## src/rtl/imem_boot_loader.sv

```systemverilog
`default_nettype none
// ============================================================================
// Module      : imem_boot_loader
// Description : Power-up loader for the instruction memory. Receives a byte
//               stream made of a 4-byte little-endian word count N followed by
//               N little-endian 32-bit words. Each word is written to the next
//               consecutive imem word index. The core is held in reset until
//               the whole image has been written.
// Ports       : clk, reset (async, active-high)
//               start              - pulse, begins a (re)load from IDLE/DONE/ERR
//               rx_data/rx_valid   - incoming byte stream
//               rx_ready           - loader can take a byte this cycle
//               imem_write/addr/data - imem write port (addr is a word index)
//               cpu_rst            - core reset, high until the image is loaded
//               done / err         - load finished / load aborted
// Revision    : 1.0 - initial release
// ============================================================================
module imem_boot_loader #(
    parameter int DEPTH   = 128,
    parameter int TIMEOUT = 1024
) (
    input  logic        clk,
    input  logic        reset,
    input  logic        start,
    input  logic [7:0]  rx_data,
    input  logic        rx_valid,
    output logic        rx_ready,
    output logic        imem_write,
    output logic [31:0] imem_addr,
    output logic [31:0] imem_data,
    output logic        cpu_rst,
    output logic        done,
    output logic        err
);

    localparam int              C_TW      = $clog2(TIMEOUT + 1);
    localparam logic [31:0]     C_DEPTH   = 32'(DEPTH);
    localparam logic [C_TW-1:0] C_TIMEOUT = C_TW'(TIMEOUT);

    typedef enum logic [2:0] {
        S_IDLE = 3'd0,
        S_HDR  = 3'd1,
        S_LOAD = 3'd2,
        S_DONE = 3'd3,
        S_ERR  = 3'd4
    } state_t;

    state_t            r_state_q,      w_state_d;
    logic              r_rx_ready_q,   w_rx_ready_d;
    logic              r_imem_write_q, w_imem_write_d;
    logic [31:0]       r_imem_addr_q,  w_imem_addr_d;
    logic [31:0]       r_imem_data_q,  w_imem_data_d;
    logic              r_cpu_rst_q,    w_cpu_rst_d;
    logic              r_done_q,       w_done_d;
    logic              r_err_q,        w_err_d;
    logic [1:0]        r_byte_cnt_q,   w_byte_cnt_d;
    logic [31:0]       r_word_idx_q,   w_word_idx_d;
    logic [31:0]       r_word_cnt_q,   w_word_cnt_d;
    logic [C_TW-1:0]   r_tmo_cnt_q,    w_tmo_cnt_d;
    logic [23:0]       r_asm_q,        w_asm_d;   // bytes 0..2 of the word in flight

    logic              w_acc;
    logic [31:0]       w_word;
    logic [C_TW-1:0]   w_tmo_inc;
    logic              w_last_written;

    assign w_acc     = rx_valid && r_rx_ready_q;
    assign w_word    = {rx_data, r_asm_q};
    assign w_tmo_inc = r_tmo_cnt_q + C_TW'(1);
    // The index is bumped together with the write strobe, so during the write
    // cycle of word N-1 the index already equals N.
    assign w_last_written = r_imem_write_q && (r_word_idx_q == r_word_cnt_q);

    always_comb begin
        w_state_d      = r_state_q;
        w_rx_ready_d   = r_rx_ready_q;
        w_imem_write_d = 1'b0;
        w_imem_addr_d  = r_imem_addr_q;
        w_imem_data_d  = r_imem_data_q;
        w_cpu_rst_d    = r_cpu_rst_q;
        w_done_d       = r_done_q;
        w_err_d        = r_err_q;
        w_byte_cnt_d   = r_byte_cnt_q;
        w_word_idx_d   = r_word_idx_q;
        w_word_cnt_d   = r_word_cnt_q;
        w_tmo_cnt_d    = '0;
        w_asm_d        = r_asm_q;

        if (w_acc) begin
            w_byte_cnt_d = r_byte_cnt_q + 2'd1;
            case (r_byte_cnt_q)
                2'd0:    w_asm_d[7:0]   = rx_data;
                2'd1:    w_asm_d[15:8]  = rx_data;
                2'd2:    w_asm_d[23:16] = rx_data;
                default: w_asm_d        = r_asm_q;
            endcase
        end

        case (r_state_q)
            S_IDLE, S_DONE, S_ERR: begin
                w_byte_cnt_d = r_byte_cnt_q;
                w_asm_d      = r_asm_q;
                if (start) begin
                    w_state_d    = S_HDR;
                    w_rx_ready_d = 1'b1;
                    w_cpu_rst_d  = 1'b1;
                    w_done_d     = 1'b0;
                    w_err_d      = 1'b0;
                    w_byte_cnt_d = 2'd0;
                    w_word_idx_d = '0;
                    w_word_cnt_d = '0;
                    w_asm_d      = '0;
                end
            end

            S_HDR: begin
                if (w_acc) begin
                    if (r_byte_cnt_q == 2'd3) begin
                        w_word_cnt_d = w_word;
                        w_word_idx_d = '0;
                        if (w_word == 32'd0) begin
                            w_state_d    = S_DONE;
                            w_rx_ready_d = 1'b0;
                            w_cpu_rst_d  = 1'b0;
                            w_done_d     = 1'b1;
                        end else if (w_word > C_DEPTH) begin
                            w_state_d    = S_ERR;
                            w_rx_ready_d = 1'b0;
                            w_err_d      = 1'b1;
                        end else begin
                            w_state_d = S_LOAD;
                        end
                    end
                end else if (w_tmo_inc == C_TIMEOUT) begin
                    w_state_d    = S_ERR;
                    w_rx_ready_d = 1'b0;
                    w_err_d      = 1'b1;
                end else begin
                    w_tmo_cnt_d = w_tmo_inc;
                end
            end

            S_LOAD: begin
                if (w_last_written) begin
                    // Image complete; any byte offered in this cycle is surplus.
                    w_state_d    = S_DONE;
                    w_rx_ready_d = 1'b0;
                    w_cpu_rst_d  = 1'b0;
                    w_done_d     = 1'b1;
                    w_byte_cnt_d = r_byte_cnt_q;
                    w_asm_d      = r_asm_q;
                end else if (w_acc) begin
                    if (r_byte_cnt_q == 2'd3) begin
                        w_imem_write_d = 1'b1;
                        w_imem_addr_d  = r_word_idx_q;
                        w_imem_data_d  = w_word;
                        w_word_idx_d   = r_word_idx_q + 32'd1;
                    end
                end else if (w_tmo_inc == C_TIMEOUT) begin
                    w_state_d    = S_ERR;
                    w_rx_ready_d = 1'b0;
                    w_err_d      = 1'b1;
                end else begin
                    w_tmo_cnt_d = w_tmo_inc;
                end
            end

            default: begin
                w_state_d    = S_IDLE;
                w_rx_ready_d = 1'b0;
                w_cpu_rst_d  = 1'b1;
            end
        endcase
    end

    always_ff @(posedge clk or posedge reset) begin
        if (reset) begin
            r_state_q      <= S_IDLE;
            r_rx_ready_q   <= 1'b0;
            r_imem_write_q <= 1'b0;
            r_imem_addr_q  <= '0;
            r_imem_data_q  <= '0;
            r_cpu_rst_q    <= 1'b1;
            r_done_q       <= 1'b0;
            r_err_q        <= 1'b0;
            r_byte_cnt_q   <= '0;
            r_word_idx_q   <= '0;
            r_word_cnt_q   <= '0;
            r_tmo_cnt_q    <= '0;
            r_asm_q        <= '0;
        end else begin
            r_state_q      <= w_state_d;
            r_rx_ready_q   <= w_rx_ready_d;
            r_imem_write_q <= w_imem_write_d;
            r_imem_addr_q  <= w_imem_addr_d;
            r_imem_data_q  <= w_imem_data_d;
            r_cpu_rst_q    <= w_cpu_rst_d;
            r_done_q       <= w_done_d;
            r_err_q        <= w_err_d;
            r_byte_cnt_q   <= w_byte_cnt_d;
            r_word_idx_q   <= w_word_idx_d;
            r_word_cnt_q   <= w_word_cnt_d;
            r_tmo_cnt_q    <= w_tmo_cnt_d;
            r_asm_q        <= w_asm_d;
        end
    end

    assign rx_ready   = r_rx_ready_q;
    assign imem_write = r_imem_write_q;
    assign imem_addr  = r_imem_addr_q;
    assign imem_data  = r_imem_data_q;
    assign cpu_rst    = r_cpu_rst_q;
    assign done       = r_done_q;
    assign err        = r_err_q;

endmodule
`default_nettype wire

```

## config.mk

```make
export PLATFORM = sky130hd
export DESIGN_NAME = imem_boot_loader
export DESIGN_NICKNAME = d
export VERILOG_FILES = /design/src/rtl/imem_boot_loader.sv
export SDC_FILE = /design/constraint.sdc
export NUM_CORES = 1
export LEC_CHECK = 0
export BUFFER_PORTS_ARGS = -buffer_cell sky130_fd_sc_hd__buf_2
export CORE_MARGIN = 8
export CORE_UTILIZATION = 45
export CTS_BUF_LIST = sky130_fd_sc_hd__clkbuf_8
export DETAILED_ROUTE_END_ITERATION = 10
export GPL_TIMING_DRIVEN = 1
export PLACE_DENSITY = 0.7
export SETUP_SLACK_MARGIN = 0.02
export SYNTH_ARGS = -nofsm -noshare
export SYNTH_HDL_FRONTEND = slang
export SYNTH_SLANG_ARGS = --single-unit
```

## constraint.sdc

```tcl
create_clock -name clk -period 13.6 [get_ports clk]
set_input_delay 0.68 -clock clk [delete_from_list [all_inputs] [get_ports clk]]
set_output_delay 0.68 -clock clk [all_outputs]
set_load 0.01 [all_outputs]
```

; ---- Yosys cells after proc, flatten, opt, wreduce, memory -nomap -nowiden
; Index checks and enable logic that the tools add are counted.
[word_totals]
reg_bits = 173
in_bits = 12
output_inout_bits = 69
word_cells = 124
[op_classes]
n_reduce_logical = 17
muxes = 66
n_bitwise = 1
order_cmp = 1
n_eq_ne = 23
add_sub_neg = 3
[ops]
columns = op, n
row1 = 2-to-1 mux 32 bit, 8
row2 = case mux 32 bit (3 select lines), 1
row3 = 2-to-1 mux 24 bit, 3
row4 = case mux 32 bit (2 select lines), 1
row5 = case mux 24 bit (2 select lines), 1
row6 = 2-to-1 mux 11 bit, 3
row7 = "adder 32 x 1 -> 32 bit, second input constant", 1
row8 = equality test 32 bit, 1
row9 = "greater-than comparator 32 x 8 -> 1 bit, second input constant", 1
row10 = zero test 32 bit, 1
row11 = 2-to-1 mux 1 bit, 28
row12 = 2-to-1 mux 3 bit, 8
row13 = 2-to-1 mux 8 bit, 3
row14 = case mux 11 bit (2 select lines), 1
row15 = "!= test 2 bit, second input constant", 9
row16 = AND reduction 7 bit, 2
row17 = "!= test 3 bit, second input constant", 4
row18 = case mux 1 bit (3 select lines), 4
row19 = AND reduction 4 bit, 3
row20 = "adder 11 x 1 -> 11 bit, second input constant", 1
row21 = "equality test 11 bit, second input constant", 1
row22 = case mux 3 bit (3 select lines), 1
row23 = "equality test 3 x 2 -> 1 bit, second input constant", 2
row24 = 2-to-1 mux 2 bit, 3
row25 = other kinds (18), 20

; ---- Logic depth before layout (Yosys ltp)
[logic_depth]
word_depth = 6
depth_mapped = 11
depth_no_buf = 8

; ---- Least setup slack after synthesis
; No wires, ideal clock.
[synth_timing]
path_kind = flip-flop to flip-flop
start = reg r_word_idx_q[20]
end = reg r_imem_addr_q[19], in the netlist imem_addr[19]
t_required_ps = 13475
arrival_time_ps = 2321
n_path_buf = 2
setup_time_ps = 125
synth_period_minus_slack_ps = 2446
path_stages_with_launch = 11
path_slack_ps = 11154
cell_sequence = dfrtp_1 xnor2_1 nand3_1 or4_4 nor4_4 nor2_2 nand3_2 inv_2 buf_6 buf_6 mux2_4
[synth_via]
elab_chain_len = 4
[synth_rtl]
columns = element, line
row1 = start: declaration, 57  ; logic [31:0] r_word_idx_q, w_word_idx_d;
row2 = start signal: assignment, 201  ; r_word_idx_q <= w_word_idx_d;
row3 = equality test 32 bit, 72  ; assign w_last_written = r_imem_write_q && (r_word_idx_q == r_word_cnt_q);
row4 = logical AND 1 bit, 72
row5 = inverter 1 bit (no line), n/a
row6 = AND reduction 4 bit (no line), n/a
row7 = end signal: assignment, 195  ; r_imem_addr_q <= w_imem_addr_d;
row8 = end: declaration, 51  ; logic [31:0] r_imem_addr_q, w_imem_addr_d;
; Every way passes these cells.
; A chain may end at the register's enable or synchronous reset.

; ---- Final worst setup path
[layout_timing]
start = reg r_word_idx_q[13]
end = reg r_imem_addr_q[20], in the netlist imem_addr[20]
; Same word-level chain as after synthesis.

==> impl_results.md <==
- Top cells by area, synth: dfrtp_1 53%, mux2_4 7.3%, nand2_1 4.3%
- Hold_buf cts: 0
- TNS Setup: 0 ns
- Comb pwr share: 24.6%
- Total die area: 22,790 um2
- P_sw: 503.1 uW
- CTS root buf: clkbuf_8
- Row count: 49
- Max-slew violation count: 0
- Cell Area, Synth: 8197 um2
- Fin crit period: 3.593 ns
- Crit path launch type: register
- Resized Gates After CTS: 0
- Clock Latency Late Sink: 0.46 ns
- Actual slew at the worst max-slew pin: 0.9935 ns
- Antenna viol nets, final: 0
- Hold Path Class: input port to asynchronous set/reset pin
- Status: finished, final reports clean
- Critical path capture point type: register
- CTS clock-pin slew for the worst setup and hold paths: 0.09 ns
- DP HPWL: 13,560 um
- Initial antenna violation count: 0
- Residual DRC: 0
- Crit Path Category: register to register
- Post-CTS Setup Bufs: 0
- Worst reg2reg endpoint: imem_addr[20]
- Multi-input logic area: 3647 um2
- Clk buf depth: 2
- Unrepaired setup endpoints after global routing: no
- Relative slew margins: 33.77%
- Layout cell share with drive strength beyond 1: 24.60%
- Max cap viols: 0
- Die Span X: 151.0 um
- CP Max Fanout: 42
- Ys Warns: 0
- Top cell type's share of synthesized area: 52.51%
- CP peak stage delay: 0.53 ns
- CTS Sinks: 173
- Internal power: 910.1 uW
- Total track usage: 18.04%
- CP required: 13.95 ns
- Asr flop ratio synth: 100.0%
- Ports: 81
- Final setup violation count: 0
- Instance area after placement: 8757 um2
- EDFF count, synth: 0
- Die height: 151.0 um
- Post-synth top area cell: dfrtp_1
- Total grt overflow: 0
- Yosys reg bits: 173
- CTS tree: yes
- Ant diodes: 0
- Peak Freq: 0.2783 GHz
- Post-synth top cells: 172 x dfrtp_1, 94 x nand2_1, 50 x nor2_1
- Syn Inst Count: 746
- RePlAce Congestion: 0.9085
- Core box area: 17,900 um2
- Synth Area per Inst: 10.99 um2
- Clock skew: 0.009657 ns
- Switch share: 35.60%
- Hold Vio Cnt, Final: 0
- Fill cells: 1,655
- Peak supply drop: 109.7 uV
- Global-route wire length before repair: 32,300 um
- Top_reg_cell synth: dfrtp_1
- Most common cell in the netlist: dfrtp_1
- Initial Utilization: 45.79%
- Worst reg2reg path startpoint: r_word_idx_q[13]
- Synth unique cells: 59
- Total Wirelength: 19,510 um
- Finished Core Util: 51.27%
- Clock power frac: 26.6%
- WL/cell: 18.58 um
- H-tree depth: 4
- Fin crit share: 26.42%
- Flop2flop setup slack: 10.01 ns
- Cell Pwr Density: 154.0 nW/um2
- Total leakage power: 4.484 nW
- Storage cell area: 4330 um2
- Crit path arrival time: 3.94 ns
- CTS buffer count: 17
- Area Overhead vs Synth: 11.97%
- Post-route cell area: 9178 um2
- Slowest CP cell: buf_4
- Register area share after synthesis: 52.83%
- Via density: 5.560
- Crit-path cells: xor2_1, nor4_1, nand3_1, nor4_4, nor2_2, nand3_2, clkinv_2, buf_4, mux2_4
- Synth Net Count: 764
- FF-to-FF path depth: 9
- Pre-Repair DR Iteration Count: 5
- Pin count of the biggest net entering global routing: 111
- Seq pwr share: 48.8%
- DR vias: 5,838
- Nets@finish: 826
- DR iter-0 viols: 506
- Buffers on Ports: 80
- Vias in the first global route: 5,757
==> area by class of cell <==
type | instances | share of cell area [%]
inverter | 9 | 0.4363
tap | 229 | 3.122
clock buffer | 21 | 3.149
sequential | 173 | 47.18
clock inverter | 11 | 1.431
timing repair buffer | 87 | 4.935
multi-input combinational | 520 | 39.74
==> sequential cells by signal, indices dropped and copies added (netlist names) <==
| name | count |
|---|---|
| cpu_rst | 1 |
| done | 1 |
| err | 1 |
| imem_addr | 32 |
| imem_data | 32 |
| imem_write | 1 |
| r_asm_q | 24 |
| r_byte_cnt_q | 2 |
| r_state_q | 3 |
| r_tmo_cnt_q | 11 |
| r_word_cnt_q | 32 |
| r_word_idx_q | 32 |
| rx_ready | 1 |
==> layout by cell type, fill, tap and decap left out, types with 5 or more instances in the layout <==
master    count
inv_1         7
nand2_1      94
and3_1        8
and4_1        9
mux2_2       24
nor4_1       13
nor2_1       48
clkbuf_8     21
nor3_1       28
and2_1        7
dfrtp_1     172
ha_1          6
a21oi_1      13
xor2_1       30
xnor2_1      32
buf_2        80
nand2b_1      5
nand4_1      15
a22o_1       25
mux2_4       40
buf_4         7
nand3_1      19
o21ai_0      44
==> layer usage <==
layer	GRT usage, %	vias up	wire length, um	share of wire (%)
met5	0	-	0	0
met4	5.987	0	339	1.7
met3	4.302	31	1215	6.2
met2	26.25	176	8680	44
met1	25.88	2878	9273	48
li1	-	2753	-	-
==> worst max-delay path, delay by kind of cell (launching register included) <==
family	cells	cell delay, ns
mux	1	0.38
simple gates	5	1.34
flops	1	0.48
buf+inv	2	0.99
xor+xnor	1	0.20
==> power groups by stage <==
stage,Clock (mW),Combinational [mW],Sequential (mW)
after global placement,0,0.344,0.696
after floorplan,0,0.269,0.658
after CTS,0.386,0.349,0.687
after global routing,0.407,0.392,0.699
final,0.376,0.348,0.689
after detailed placement,0,0.348,0.697
==> metrics by stage <==
| step | hold slack [ns] | total power [mW] | std cells | setup slack, ns |
|---|---|---|---|---|
| after CTS | 0.4540 | 1.422 | 1050 | 10.07 |
| after global routing | 0.4753 | 1.498 | 1050 | 9.925 |
| after floorplan | 0.4498 | 0.9270 | 746 | 8.233 |
| after detailed placement | 0.4695 | 1.045 | 1018 | 10.08 |
| after global placement | 0.4628 | 1.040 | 1018 | 10.10 |
| final | 0.4169 | 1.413 | 1050 | 10.01 |
==> worst max-delay path by stage <==
| stage | cells past startpoint | endpoint | slack [ns] | startpoint |
|---|---|---|---|---|
| after detailed placement | 9 | imem_addr[19] | 10.08 | r_word_idx_q[0] |
| after global routing | 9 | imem_addr[9] | 9.93 | r_word_idx_q[13] |
| after floorplan | 1 | done | 8.23 | reset |
| final | 9 | imem_addr[20] | 10.01 | r_word_idx_q[13] |
| after global placement | 9 | imem_addr[19] | 10.10 | r_word_idx_q[0] |
| after CTS | 9 | imem_addr[19] | 10.07 | r_word_idx_q[13] |
==> cell families (layout without fill, tap and decap cells) <==
family	Yosys count	in the layout	share of synthesized area, %
AOI/OAI and AO/OA	109	109	8.747
and+or+nand+nor	275	275	16.81
xor gates and xnor gates	62	62	6.625
buffers and inverters	53	128	2.961
muxes	68	68	11.11
adders and majority gates	6	6	0.9159
DFF	173	173	52.83
Note: power is estimated with default switching activity, not from simulation.
